--- src/rtl/mem_stage_pkg.sv ---
// rtl/mem_stage_pkg.sv - shared encodings for the MEM stage (mem_op, FSM states, rf_sel, MEM/WB slot)
package mem_stage_pkg;

  localparam logic [2:0] MEM_OP_B  = 3'b000;
  localparam logic [2:0] MEM_OP_H  = 3'b001;
  localparam logic [2:0] MEM_OP_W  = 3'b010;
  localparam logic [2:0] MEM_OP_BU = 3'b100;
  localparam logic [2:0] MEM_OP_HU = 3'b101;

  typedef enum logic [1:0] {
    ST_IDLE = 2'd0,
    ST_REQ  = 2'd1,
    ST_DONE = 2'd2
  } mem_state_e;

  localparam logic [1:0] RF_SEL_ALU = 2'd0;
  localparam logic [1:0] RF_SEL_MEM = 2'd1;
  localparam logic [1:0] RF_SEL_PC4 = 2'd2;
  localparam logic [1:0] RF_SEL_IMM = 2'd3;

  typedef struct packed {
    logic        valid;
    logic        rf_we;
    logic [1:0]  rf_sel;
    logic [4:0]  wr;
    logic [31:0] pc4;
    logic [31:0] alu_c;
    logic [31:0] imm;
    logic [31:0] rdata;
  } wb_slot_t;

endpackage

--- src/rtl/mem_load_ext.sv ---
// rtl/mem_load_ext.sv - load lane extraction and sign/zero extension
// Lane selection is active only when SUBWORD_ACCESS_EN is defined; otherwise the raw word passes through.
module mem_load_ext (
  input  logic [31:0] rdata,
  input  logic [1:0]  offset,
  input  logic [2:0]  mem_op,
  output logic [31:0] data
);
  import mem_stage_pkg::*;

`ifdef SUBWORD_ACCESS_EN
  logic [7:0]  lane_b;
  logic [15:0] lane_h;

  always_comb begin
    lane_b = rdata[{offset, 3'b000} +: 8];
    // halfword lane ignores offset[0]; misaligned halves read the containing half
    lane_h = offset[1] ? rdata[31:16] : rdata[15:0];
    case (mem_op)
      MEM_OP_B:  data = {{24{lane_b[7]}}, lane_b};
      MEM_OP_BU: data = {24'h0, lane_b};
      MEM_OP_H:  data = {{16{lane_h[15]}}, lane_h};
      MEM_OP_HU: data = {16'h0, lane_h};
      default:   data = rdata;
    endcase
  end
`else
  logic unused_sel;
  assign unused_sel = ^{offset, mem_op};
  assign data       = rdata;
`endif

endmodule

--- src/rtl/mem_stage.sv ---
// rtl/mem_stage.sv - pipeline MEM stage: data-memory handshake FSM and MEM/WB slot
// Sub-word stores/loads are enabled by defining SUBWORD_ACCESS_EN.
module mem_stage
  import mem_stage_pkg::*;
(
  input  logic        cpu_clk,
  input  logic        cpu_rst,
  input  logic        valid_i,
  input  logic        mem_re_i,
  input  logic        mem_we_i,
  input  logic [2:0]  mem_op_i,
  input  logic [31:0] alu_c_i,
  input  logic [31:0] wdata_i,
  input  logic [1:0]  rf_sel_i,
  input  logic        rf_we_i,
  input  logic [4:0]  wr_i,
  input  logic [31:0] pc4_i,
  input  logic [31:0] imm_i,
  output logic        dram_req_o,
  output logic        dram_we_o,
  output logic [31:0] dram_addr_o,
  output logic [31:0] dram_wdata_o,
  output logic [3:0]  dram_wstrb_o,
  input  logic        dram_ack_i,
  input  logic [31:0] dram_rdata_i,
  output logic        stall_o,
  output logic        wb_valid_o,
  output logic        wb_rf_we_o,
  output logic [1:0]  wb_rf_sel_o,
  output logic [4:0]  wb_wr_o,
  output logic [31:0] wb_pc4_o,
  output logic [31:0] wb_alu_c_o,
  output logic [31:0] wb_imm_o,
  output logic [31:0] wb_dram_rdata_o
);

  mem_state_e state, state_nxt;
  wb_slot_t   wb_q, wb_nxt;
  logic       start;

  // instruction captured when the access starts; drives the bus and the DONE writeback
  logic        hold_we, hold_ld, hold_rf_we;
  logic [2:0]  hold_op;
  logic [1:0]  hold_rf_sel;
  logic [4:0]  hold_wr;
  logic [31:0] hold_alu, hold_wdata, hold_pc4, hold_imm;
  logic [31:0] load_data, ext_data;
  logic [3:0]  st_strb;
  logic [31:0] st_wdata;

  assign start = valid_i && (mem_re_i || mem_we_i);

  always_comb begin
    state_nxt  = state;
    stall_o    = 1'b0;
    dram_req_o = 1'b0;
    case (state)
      ST_IDLE: begin
        if (start) begin
          stall_o   = 1'b1;
          state_nxt = ST_REQ;
        end
      end
      ST_REQ: begin
        stall_o    = 1'b1;
        dram_req_o = 1'b1;
        if (dram_ack_i) state_nxt = ST_DONE;
      end
      ST_DONE: state_nxt = ST_IDLE;
      default: state_nxt = ST_IDLE;
    endcase
  end

  always_comb begin
    st_strb  = 4'b1111;
    st_wdata = hold_wdata;
`ifdef SUBWORD_ACCESS_EN
    case (hold_op)
      MEM_OP_B: begin
        st_strb  = 4'b0001 << hold_alu[1:0];
        st_wdata = {4{hold_wdata[7:0]}};
      end
      MEM_OP_H: begin
        st_strb  = hold_alu[1] ? 4'b1100 : 4'b0011;
        st_wdata = {2{hold_wdata[15:0]}};
      end
      default: ;
    endcase
`endif
  end

  assign dram_addr_o  = {hold_alu[31:2], 2'b00};
  assign dram_wdata_o = st_wdata;
  assign dram_we_o    = dram_req_o && hold_we;
  assign dram_wstrb_o = dram_we_o ? st_strb : 4'b0000;

  mem_load_ext u_load_ext (
    .rdata  (dram_rdata_i),
    .offset (hold_alu[1:0]),
    .mem_op (hold_op),
    .data   (ext_data)
  );

  always_comb begin
    wb_nxt = '0;
    if (state == ST_DONE) begin
      wb_nxt.valid  = 1'b1;
      wb_nxt.rf_we  = hold_rf_we;
      wb_nxt.rf_sel = hold_rf_sel;
      wb_nxt.wr     = hold_wr;
      wb_nxt.pc4    = hold_pc4;
      wb_nxt.alu_c  = hold_alu;
      wb_nxt.imm    = hold_imm;
      wb_nxt.rdata  = load_data;
    end else if (state == ST_IDLE && valid_i && !start) begin
      wb_nxt.valid  = 1'b1;
      wb_nxt.rf_we  = rf_we_i;
      wb_nxt.rf_sel = rf_sel_i;
      wb_nxt.wr     = wr_i;
      wb_nxt.pc4    = pc4_i;
      wb_nxt.alu_c  = alu_c_i;
      wb_nxt.imm    = imm_i;
    end
  end

  always_ff @(posedge cpu_clk) begin
    if (cpu_rst) begin
      state       <= ST_IDLE;
      wb_q        <= '0;
      load_data   <= '0;
      hold_we     <= 1'b0;
      hold_ld     <= 1'b0;
      hold_rf_we  <= 1'b0;
      hold_op     <= '0;
      hold_rf_sel <= '0;
      hold_wr     <= '0;
      hold_alu    <= '0;
      hold_wdata  <= '0;
      hold_pc4    <= '0;
      hold_imm    <= '0;
    end else begin
      state <= state_nxt;
      wb_q  <= wb_nxt;
      if (state == ST_IDLE && start) begin
        hold_we     <= mem_we_i;
        hold_ld     <= mem_re_i && !mem_we_i;
        hold_rf_we  <= rf_we_i;
        hold_op     <= mem_op_i;
        hold_rf_sel <= rf_sel_i;
        hold_wr     <= wr_i;
        hold_alu    <= alu_c_i;
        hold_wdata  <= wdata_i;
        hold_pc4    <= pc4_i;
        hold_imm    <= imm_i;
      end
      if (state == ST_REQ && dram_ack_i) load_data <= hold_ld ? ext_data : 32'h0;
    end
  end

  assign wb_valid_o      = wb_q.valid;
  assign wb_rf_we_o      = wb_q.rf_we;
  assign wb_rf_sel_o     = wb_q.rf_sel;
  assign wb_wr_o         = wb_q.wr;
  assign wb_pc4_o        = wb_q.pc4;
  assign wb_alu_c_o      = wb_q.alu_c;
  assign wb_imm_o        = wb_q.imm;
  assign wb_dram_rdata_o = wb_q.rdata;

endmodule

--- config.mk ---
export PLATFORM = sky130hd
export DESIGN_NAME = mem_stage
export DESIGN_NICKNAME = d
export VERILOG_FILES = /design/src/rtl/mem_stage_pkg.sv /design/src/rtl/mem_load_ext.sv /design/src/rtl/mem_stage.sv
export SDC_FILE = /design/constraint.sdc
export NUM_CORES = 1
export LEC_CHECK = 0
export CAP_MARGIN = 20
export CORE_UTILIZATION = 30
export CTS_CLUSTER_SIZE = 20
export DETAILED_ROUTE_END_ITERATION = 10
export PLACE_DENSITY = 0.67
export SYNTH_ARGS = -nofsm -noshare
export SYNTH_HDL_FRONTEND = slang
export SYNTH_SLANG_ARGS = --single-unit
export TNS_END_PERCENT = 1
--- constraint.sdc ---
create_clock -name cpu_clk -period 2.3 [get_ports cpu_clk]
set_input_delay 0.575 -clock cpu_clk [delete_from_list [all_inputs] [get_ports cpu_clk]]
set_output_delay 0.575 -clock cpu_clk [all_outputs]
set_load 0.005 [all_outputs]
---- Word level (Yosys, flattened, before mapping) ----
Index checks and enable logic that the tools add are counted.
word-level totals
  bits in registers ....................... 309
  input port bits ......................... 177
  output and inout bits ................... 208
  word-level logic and storage cells ...... 47
cells by class
  eq/ne operators ......................... 4
  mux-type cells .......................... 10
  bitwise operators ....................... 1
  reduce and logical (&&, ||, !) cells .... 13
operators by type and width
  cell                  number
  $mux W105             2
  $mux W32              1
  $logic_and A1 B1 Y1   7
  $mux W2               2
  $mux W4               1
  $ne A2 B2 Y1 const B  2
  $pmux W2 S2           1
  $eq A2 B1 Y1 const B  1
  $eq A2 B2 Y1 const B  1
  $logic_not A1 Y1      2
  $logic_not A2 Y1      1
  $mux W1               2
  $pmux W1 S2           1
  $reduce_and A2 Y1     1
  $reduce_or A2 Y1      1
  $logic_or A1 B1 Y1    1
  $not A1 Y1            1

---- Depth between registers and ports, before layout ----
  depth after elaboration ................. 6
  depth in mapped cells ................... 6

---- Hierarchy ----
Synthesis repeated with hierarchy kept, for this count alone.
second synthesis, totals
  cells, all modules ...................... 1074
  area, all modules ....................... 12021.5 um2
modules (own cells, without submodules)
  module        times used  cells each  area each (um2)  seq. area each (um2)
  mem_stage     1           1042        11781.3          6246.0
  mem_load_ext  1           32          240.2            0.0

---- Least setup slack after synthesis ----
No wires, ideal clock.
  path type ............................... input port to output port
  from .................................... input port mem_we_i
  to ...................................... output port stall_o
  arrival ................................. 1.490 ns
  required time ........................... 1.725 ns
  slack ................................... 0.235 ns
  stages on the path ...................... 6
  buffers on the path ..................... 3
  cells stage by stage .................... or2_1 -> buf_2 -> buf_2 -> buf_1 -> a21oi_1 -> nor2_1
on the way
  word-level cells in the longest chain between the ends .. 4
RTL lines
  item                 line             RTL
  start: declaration   mem_stage.sv:10  input logic mem_we_i,
  $logic_or A1 B1 Y1   mem_stage.sv:51  assign start = valid_i && (mem_re_i || mem_we_i);
  $logic_and A1 B1 Y1  mem_stage.sv:51
  $mux W1              mem_stage.sv:59  if (start) begin
  $pmux W1 S2          mem_stage.sv:57  case (state)
  end: declaration     mem_stage.sv:26  output logic stall_o,
Every way passes these cells.

---- Final worst setup path ----
  from .................................... input port mem_re_i
  to ...................................... output port stall_o
on the way
  word-level cells in the longest chain between the ends .. 4
RTL lines
  item                 line             RTL
  start: declaration   mem_stage.sv:9   input logic mem_re_i,
  $logic_or A1 B1 Y1   mem_stage.sv:51
  $logic_and A1 B1 Y1  mem_stage.sv:51
  $mux W1              mem_stage.sv:59
  $pmux W1 S2          mem_stage.sv:57
Every way passes these cells.

==> impl_results.md <==
- Crit path kind: input pin to output pin
- Detail Placement HPWL: 20900 µm
- EDFF count, synth: 0
- Xor/xnor share of the synthesized area: 0%
- Worst Skew: 0.0138 ns
- Top Layer Used: met4
- Met2 wire len: 14900 µm
- Peak VDD IR: 0.526 mV
- Synth warn: 0
- Synth unique cells: 23
- Top-area cell type share of the netlist area: 55.3%
- Vias/cell: 4.86
- CP Capture Type: output pin
- Top-count cell post-synth: dfxtp_1
- Layout cells sized above 1: 17.8%
- Post-synth top cells: dfxtp_1, a21oi_1, a21bo_2
- CP max stage cell: or2_4
- Final TNS setup: 0 ns
- Grt ovf: 0
- Placed cells: 1803
- Die area: 38100 µm²
- Drc violations: 0
- Clk_lat worst skew: 0.52 ns
- Post-synthesis mux area share: 0%
- Req. time, crit path: 1.73 ns
- Max clock buf depth: 3
- Max FO, Critical Path: 2
- Critical Path AT: 1.58 ns
- Clk sink count: 309
- Area after DPL: 15400 µm²
- Largest family of logic cells by synthesized area: compound AO/OA/AOI/OAI gates
- CTS Hold Bufs: 0
- Area Growth Syn to Fin: 47.5%
- Fin crit period: 2.16 ns
- Worst path most repeated cell: dlygate4sd2_1
- Final non-filler cell total: 1866
- Synthesized area per cell: 10.6 µm²
- Routed wl met3: 2280 µm
- Crit path cell chain: dlygate4sd2_1, or2_4, a21oi_2, nor2_1, dlygate4sd2_1
- Initial antenna violation count: 1
- Crit path largest cell delay: 0.29 ns
- Routed vias: 9077
- Worst slack, placed: -0.288 ns
- Reg2reg end: wb_alu_c_o[1]
- Largest net degree at the start of global routing: 104
- R2R setup slack: 0.76 ns
- R2R depth: 4
- Biggest area consumer among synthesized cells: dfxtp_1
- PD cells: 751 nW/µm²
- Drt pass-1 iters: 6
- Clk pin slew, worst setup/hold paths: 0.05 ns
- Register bit count reported by yosys: 309
- RSZ-0062 raised after global routing: no
- Hold Path Stages: 2
- I/O Pins: 385
- Final Max Tran Viols: 0
- WL met1: 13200 µm
- GRT Overall Usage: 16.0%
- WL final: 31400 µm
- Adder-Cell Fraction of Synth Area: 0%
- Outcome: complete, no violations
- Sequential cell area fraction in the yosys report: 55.3%
- Worst hold slack: 0.407 ns
- CTS buffer count: 35
- Synth Area in Compound Gates: 29.4%
- Chip width: 195 µm
- Worst min path class: input pin to flop
- Max-cap violations: 0
- Rel. slew slack: 59.3%
- Buffers and inverters on the worst path: 2
- Mapped Area: 11200 µm²
- Simple-Gate Fraction of Synth Area: 8.72%
- Cell at the root of the clock tree: clkbuf_16
- Initial core utilization: 30.6%
- Initial drt markers: 335
- Tightest Pin Transition: 0.611 ns
- Rows: 70
- Startpoint Class: input pin
- Gate Count Post-Synth: 1055
- WL per Instance: 16.8 µm
- Fin worst setup slack: 0.142 ns
- Post-synth ARST share: 0%
- Final ANT Viol Nets: 0
- Critical Path Start: mem_re_i
- Main synth FF type: dfxtp_1
- Endpoints failing hold: 0
- Layout Utilization: 45.1%
- GPL Wtd Cong: 0.759
- Final Instance Area: 16500 µm²
- Cell count along the critical path: 5
- Die H: 195 µm
- Core area: 36600 µm²
- Final setup violation count: 0
- First-pass GRT wire length: 49100 µm
- Leakage power: 6.24 nW
- Top cells by area, synth: dfxtp_1, a21bo_2, a22o_1, a21oi_1, nand3_1
- Clock tree from TritonCTS: done
- H-tree depth reported by CTS: 2
- Fin crit share: 93.8%
- Vias in the first global route: 8870
- CP top delay family: buffers and inverters
- Final nets: 1550
- Hold_sp: cpu_rst
- Worst reg2reg startpoint: state[0]
- Hold EP: state[0]
- I/O Buffers: 379
- Highest clock rate: 463 MHz
- Post-route total power: 12.4 mW
## logic make-up after synthesis
group | Yosys count
flops | 309
other cells | 1
simple gates | 181
buf+inv | 148
compound gates | 416
## state kept, by name, summed over array words and instances, names as in the netlist, 2 cells and up
| signal | cells |
|---|---|
| wb_alu_c_o | 32 |
| hold_imm | 32 |
| hold_alu | 32 |
| dram_wdata_o | 32 |
| hold_pc4 | 32 |
| hold_wr | 5 |
| wb_dram_rdata_o | 32 |
| wb_wr_o | 5 |
| load_data | 32 |
| state | 2 |
| wb_imm_o | 32 |
| wb_rf_sel_o | 2 |
| hold_rf_sel | 2 |
| wb_pc4_o | 32 |
## placed cells by master, fill, tap and decap left out, types with 2 or more instances in the layout
master           instances
a21oi_1                138
clkdlybuf4s50_1        369
clkinv_2                 4
buf_4                   36
clkbuf_1                 7
conb_1                   2
dfxtp_1                308
nor2_1                   3
clkinv_4                 2
a21bo_2                137
nor3b_2                  2
nand3_1                136
clkbuf_16               35
and2_1                  32
a22o_1                 136
bufinv_16                2
inv_6                    4
a21oi_2                  2
dlygate4sd2_1            9
buf_12                  13
clkbuf_8                 7
## layer usage
layer  vias to the layer above  global-route usage (%)
li1                       4397                       -
met4                         0                    7.29
met1                      4331                    19.0
met3                        57                    5.09
met2                       292                    26.4
met5                         -                       0
## power breakdown
group	switching [mW]	total, mW	internal, mW
combinational	0.551	1.31	0.758
sequential	0.0853	5.63	5.54
clock	2.19	5.47	3.27
## worst register-to-register path: stages, from the launching register on
cell,delay (ns)
dfxtp_1,0.30
buf_4,0.15
nor3b_2,0.36
buf_12,0.40
a22o_1,0.26
## timing repair
item                       in CTS  in global routing
setup endpoints to repair       7                  0
buffers inserted                1                  0
hold endpoints to repair        0                  0
gates resized for setup        14                  0
## layout make-up
type                    instances  area [µm²]
diodes                          1        2.50
flip-flops and latches        309        6190
clock buffers                  49         998
well taps                     468         586
multi-input cells             599        4290
clock inverters                12         133
inverters                       1        3.75
fillers                      3440       20100
repair buffers                427        4300
## worst max path at each step
stage,to,slack [ns]
finish,stall_o,0.14
global placement,stall_o,-0.31
global route,dram_we_o,0.07
detailed placement,stall_o,-0.29
floorplan,stall_o,0.23
CTS,dram_we_o,0.11
No activity file was read; power rests on OpenSTA's default activity.
